`src/rtl/nibble_deswapper_rx.sv`:
```
// Reassembles nibble pairs from the link into bytes, undoes per-byte nibble swapping and
// buffers the bytes in a small FIFO. Defining SYNC_ERR_CNT_EN adds the saturating err_cnt output.
module nibble_deswapper_rx #(
    parameter int FIFO_DEPTH = 4,
    parameter int CNT_W      = 8
) (
    input  logic                          clk,
    input  logic                          reset,
    input  logic [3:0]                    nib_in,
    input  logic                          nib_valid,
    input  logic                          nib_first,
    input  logic                          nib_swapped,
    output logic                          nib_ready,
    output logic [7:0]                    out_data,
    output logic                          out_valid,
    input  logic                          out_ready,
    output logic [$clog2(FIFO_DEPTH):0]   fifo_count,
`ifdef SYNC_ERR_CNT_EN
    output logic [CNT_W-1:0]              err_cnt,
`endif
    output logic                          sync_err
);

    localparam int PTR_W = $clog2(FIFO_DEPTH);
    localparam logic [PTR_W:0] DEPTH_C = (PTR_W+1)'(FIFO_DEPTH);
    localparam logic [0:0] IDLE = 1'b0;
    localparam logic [0:0] HALF = 1'b1;

    if (FIFO_DEPTH < 2 || (FIFO_DEPTH & (FIFO_DEPTH - 1)) != 0 || CNT_W < 1) begin : g_bad_param
        $error("nibble_deswapper_rx: FIFO_DEPTH must be a power of two >= 2 and CNT_W >= 1");
    end

    logic [0:0]       state_r;
    logic [3:0]       hold_nib_r;
    logic             hold_swp_r;
    logic [7:0]       mem_r [FIFO_DEPTH];
    logic [PTR_W-1:0] wr_ptr_r;
    logic [PTR_W-1:0] rd_ptr_r;
    logic [PTR_W:0]   count_r;
    logic             sync_err_r;

    logic             accept_s;
    logic             push_s;
    logic             pop_s;
    logic             err_s;
    logic [7:0]       byte_s;

    // Readiness depends only on registered state, never on out_ready.
    assign nib_ready  = (state_r == IDLE) || (count_r < DEPTH_C);
    assign accept_s   = nib_valid && nib_ready;
    assign out_valid  = (count_r != {(PTR_W+1){1'b0}});
    assign pop_s      = out_valid && out_ready;
    assign out_data   = mem_r[rd_ptr_r];
    assign fifo_count = count_r;
    assign sync_err   = sync_err_r;

    // A swapped byte arrived upper nibble first, so the second nibble goes on top.
    assign byte_s = hold_swp_r ? {nib_in, hold_nib_r} : {hold_nib_r, nib_in};

    // Classify an accepted nibble as a byte completion or a framing error.
    always_comb begin
        push_s = 1'b0;
        err_s  = 1'b0;
        if (accept_s) begin
            case (state_r)
                IDLE: err_s = !nib_first;
                HALF: begin
                    push_s = !nib_first;
                    err_s  = nib_first;
                end
                default: begin
                    push_s = 1'b0;
                    err_s  = 1'b0;
                end
            endcase
        end else begin
            push_s = 1'b0;
            err_s  = 1'b0;
        end
    end

    // Framing FSM and first-nibble hold register.
    always_ff @(posedge clk) begin
        if (reset) begin
            state_r    <= IDLE;
            hold_nib_r <= 4'h0;
            hold_swp_r <= 1'b0;
            sync_err_r <= 1'b0;
        end else begin
            sync_err_r <= err_s;
            if (accept_s) begin
                if (nib_first) begin
                    state_r    <= HALF;
                    hold_nib_r <= nib_in;
                    hold_swp_r <= nib_swapped;
                end else begin
                    state_r    <= IDLE;
                end
            end
        end
    end

    // Output FIFO storage, pointers and occupancy.
    always_ff @(posedge clk) begin
        if (reset) begin
            for (int i = 0; i < FIFO_DEPTH; i++) begin
                mem_r[i] <= 8'h00;
            end
            wr_ptr_r <= {PTR_W{1'b0}};
            rd_ptr_r <= {PTR_W{1'b0}};
            count_r  <= {(PTR_W+1){1'b0}};
        end else begin
            if (push_s) begin
                mem_r[wr_ptr_r] <= byte_s;
                wr_ptr_r        <= wr_ptr_r + PTR_W'(1);
            end
            if (pop_s) begin
                rd_ptr_r <= rd_ptr_r + PTR_W'(1);
            end
            case ({push_s, pop_s})
                2'b10:   count_r <= count_r + (PTR_W+1)'(1);
                2'b01:   count_r <= count_r - (PTR_W+1)'(1);
                default: count_r <= count_r;
            endcase
        end
    end

`ifdef SYNC_ERR_CNT_EN
    logic [CNT_W-1:0] err_cnt_r;
    assign err_cnt = err_cnt_r;

    // Saturating count of framing-error pulses.
    always_ff @(posedge clk) begin
        if (reset) begin
            err_cnt_r <= {CNT_W{1'b0}};
        end else if (sync_err_r && (err_cnt_r != {CNT_W{1'b1}})) begin
            err_cnt_r <= err_cnt_r + CNT_W'(1);
        end
    end
`endif

endmodule

```
`config.mk`:
```
export PLATFORM = sky130hd
export DESIGN_NAME = nibble_deswapper_rx
export DESIGN_NICKNAME = d
export VERILOG_FILES = /design/src/rtl/nibble_deswapper_rx.sv
export SDC_FILE = /design/constraint.sdc
export NUM_CORES = 1
export LEC_CHECK = 0
export BUFFER_PORTS_ARGS = -buffer_cell sky130_fd_sc_hd__buf_2
export CORE_UTILIZATION = 37
export DETAILED_ROUTE_END_ITERATION = 16
export GPL_ROUTABILITY_DRIVEN = 0
export PLACE_DENSITY = 0.64
export SYNTH_ARGS = -nofsm -noshare
export SYNTH_HDL_FRONTEND = slang
export SYNTH_SLANG_ARGS = --single-unit
```
`constraint.sdc`:
```
create_clock -name clk -period 4.8 [get_ports clk]
set_input_delay 0.48 -clock clk [delete_from_list [all_inputs] [get_ports clk]]
set_output_delay 0.48 -clock clk [all_outputs]
set_load 0.02 [all_outputs]
```
==> impl_metrics.ini <==
[clock_tree]
cts_max_level = 2
clk_path_buf_depth = 2
cts_tree = built
cts_setup_buffers = 0
clock-sinks = 48
cts_hold_buf = 0
cts_resized = 0
cts_inserted_buffers = 5
insertion_delay_ns = 0.30
cts-root-buf = clkbuf_8
path_clk_slew_ns = 0.08

[global_routing]
use_met2_pct = 24.9
grt_pass1_wl_um = 6810
antenna_found_initial = 0
groute.usage.overall_pct = 14.9
grt_max_degree = 24
grt_pass1_vias = 1342
grtUsageMet1_pct = 18.0
grt-busiest-layer = met2
use_met3_pct = 3.91
grt_overflow = 0

[synth]
synth_top_area_share_pct = 43.6
synth.distinct_cells = 35
seq_area_frac_synth_pct = 58.1
synth_area_mm2 = 0.00220
synthTopCellsByArea = edfxtp_1 44%, dfxtp_1 15%, mux4_2 8.2%, nor2_1 6.8%, mux2i_1 3.6%
syn_inst = 170
ys_seq_elements = 48
synth_top_cell_by_area = edfxtp_1
synth_nets = 183
ys_warn_count = 0
avgSynthCellArea_um2 = 13.0

[routing]
post_drt_wl_per_cell_um = 15.8
drcViolationCount = 0
vias = 1349
drt_first_pass_iters = 4
via_per_inst = 5.11
wl_um = 4170
drt_iter0_markers = 69
postRouteAntennaNets = 0

[cells_and_area]
nets = 204
finalInstanceArea_mm2 = 0.00245
drive_above_1_share_pct = 28.6
final-seq-area_mm2 = 0.00128
multiInputGateArea_um2 = 832
syn_to_final_growth_pct = 11.2
n_antenna_cell = 0
nFillCells = 543

[sta]
final.setup.tns_ns = 0
setup_viol = 0
rsz0062_at_grt = no
whs_ns = 0.437
tightest_slew_ns = 0.823
max_freq_mhz = 429
period_share_pct = 48.6
period_minus_slack_ns = 2.33
worst_slack_ns = 2.47
finClkSkew_ns = 0.00859
slew_headroom_pct = 45.0
hold_viol = 0
report.final.slew_viol_count = 0

[worst_hold_path]
min_path_type = in2reg
min_delay_path_depth = 3

[critical_path]
critPathKind = in2reg
worst_setup_path_start_kind = input pin
crit_arrival_ns = 2.56
reg2reg_depth = 8
path_max_fanout = 12
end_kind = flip-flop
crit_required_ns = 5.03

[placed_design]
dp_hpwl_um = 2870
dpl_cell_area_mm2 = 0.00234
dp_slack_ns = 2.18
io_buffers = 23

[floorplan]
die_y_um = 79.2
core_mm2 = 0.00561
rows = 27
chipWidth_um = 79.2
start_util_pct = 39.3
ios = 24
die-area_mm2 = 0.00627

[flow_run]
drv_cap = 0

[pwr]
vdd_ir_drop_max_uv = 123
totalPowerFinal_mw = 0.827
powerDensity_mw_per_mm2 = 337
leakage_nw = 0.922

[run_status]
status = completed
-- critical path, stage by stage --
cell and delay [ns]:
buf_2 0.21, inv_1 0.07, ha_1 0.36, nand2_1 0.12
ha_1 0.19, inv_1 0.06, fa_1 0.37, xor2_1 0.16
or3_2 0.41, a21oi_1 0.14
-- report_power, final --
group | internal (mW) | leakage [nW] | switching (mW) | total, mW
Clock | 0.154 | 0.0541 | 0.132 | 0.286
Sequential | 0.454 | 0.461 | 0.0122 | 0.466
Combinational | 0.0310 | 0.406 | 0.0434 | 0.0744
-- cell usage after synthesis (all sizes together) --
| library cell | count |
|---|---|
| a21o | 1 |
| or3 | 2 |
| and3b | 1 |
| xor2 | 3 |
| fa | 1 |
| o21bai | 1 |
| inv | 6 |
| a31o | 1 |
| nand2b | 1 |
| o31a | 1 |
| buf | 7 |
| a21oi | 9 |
| mux2i | 8 |
| nor2 | 40 |
| nand4 | 1 |
| xnor2 | 1 |
| dfxtp | 16 |
| nand3 | 7 |
| a21boi | 1 |
| edfxtp | 32 |
| a21bo | 6 |
| o311ai | 1 |
| o21ai | 2 |
| nor2b | 2 |
| clkbuf | 2 |
| nand4b | 2 |
| nand2 | 3 |
| ha | 2 |
| nand3b | 1 |
| mux4 | 8 |
| a41o | 1 |
-- worst paths after layout --
| path | from | endpoint | slack [ns] |
|---|---|---|---|
| setup / recovery | nib_first | fifo_count[2] | 2.47 |
| hold / removal | nib_swapped | hold_swp_r | 0.44 |
| setup reg to reg | fifo_count[2] | fifo_count[2] | 2.52 |
| hold reg to reg | rd_ptr_r[1] | rd_ptr_r[1] | 0.53 |
-- per-layer routing --
layer / share of wire, % / routed length, µm
met5: 0 / 0
met4: 2.9 / 121
met3: 3.9 / 164
met2: 49 / 2060
met1: 44 / 1830
-- cell type report --
| type | count | share of cell area (%) |
|---|---|---|
| Tap cell | 72 | 3.67 |
| Inverter | 6 | 0.918 |
| Clock inverter | 3 | 1.73 |
| Clock buffer | 5 | 2.81 |
| Sequential cell | 48 | 52.2 |
| Multi-Input combinational cell | 107 | 33.9 |
| Timing Repair Buffer | 23 | 4.69 |
-- metrics by stage --
step / instances / util [%]
6_report: 264 / 43.7
4_1_cts: 264 / 43.7
3_3_place_gp: 256 / 41.7
2_1_floorplan: 170 / -
3_5_place_dp: 256 / 41.7
5_1_grt: 264 / 43.7
-- state kept, by name, indices dropped and copies added, names as in the netlist, named ones only --
register,count
sync_err,1
state_r,1
mem_r,32
wr_ptr_r,2
hold_nib_r,4
rd_ptr_r,2
fifo_count,3
hold_swp_r,1
-- cells in the final DEF, fill, tap and decap left out, drive strengths merged, types with 5 or more instances in the layout --
cell type | netlist | final
mux4 | 8 | 8
a21oi | 9 | 9
a21bo | 6 | 6
dfxtp | 16 | 16
clkbuf | 2 | 5
mux2i | 8 | 8
edfxtp | 32 | 32
nor2 | 40 | 40
inv | 6 | 6
nand3 | 7 | 7
buf | 7 | 23
-- logic make-up after synthesis --
kind of cell             count (synthesis)  synth area share [%]
buffers and inverters                   15                  4.14
AND/OR/NAND/NOR                         60                  13.7
flip-flops                              48                  58.1
AO/OA/AOI/OAI                           24                  8.63
multiplexers                            16                  11.8
adder cells (fa/ha/maj)                  3                  2.04
XOR/XNOR                                 4                  1.59
No activity file was read; power rests on OpenSTA's default activity.
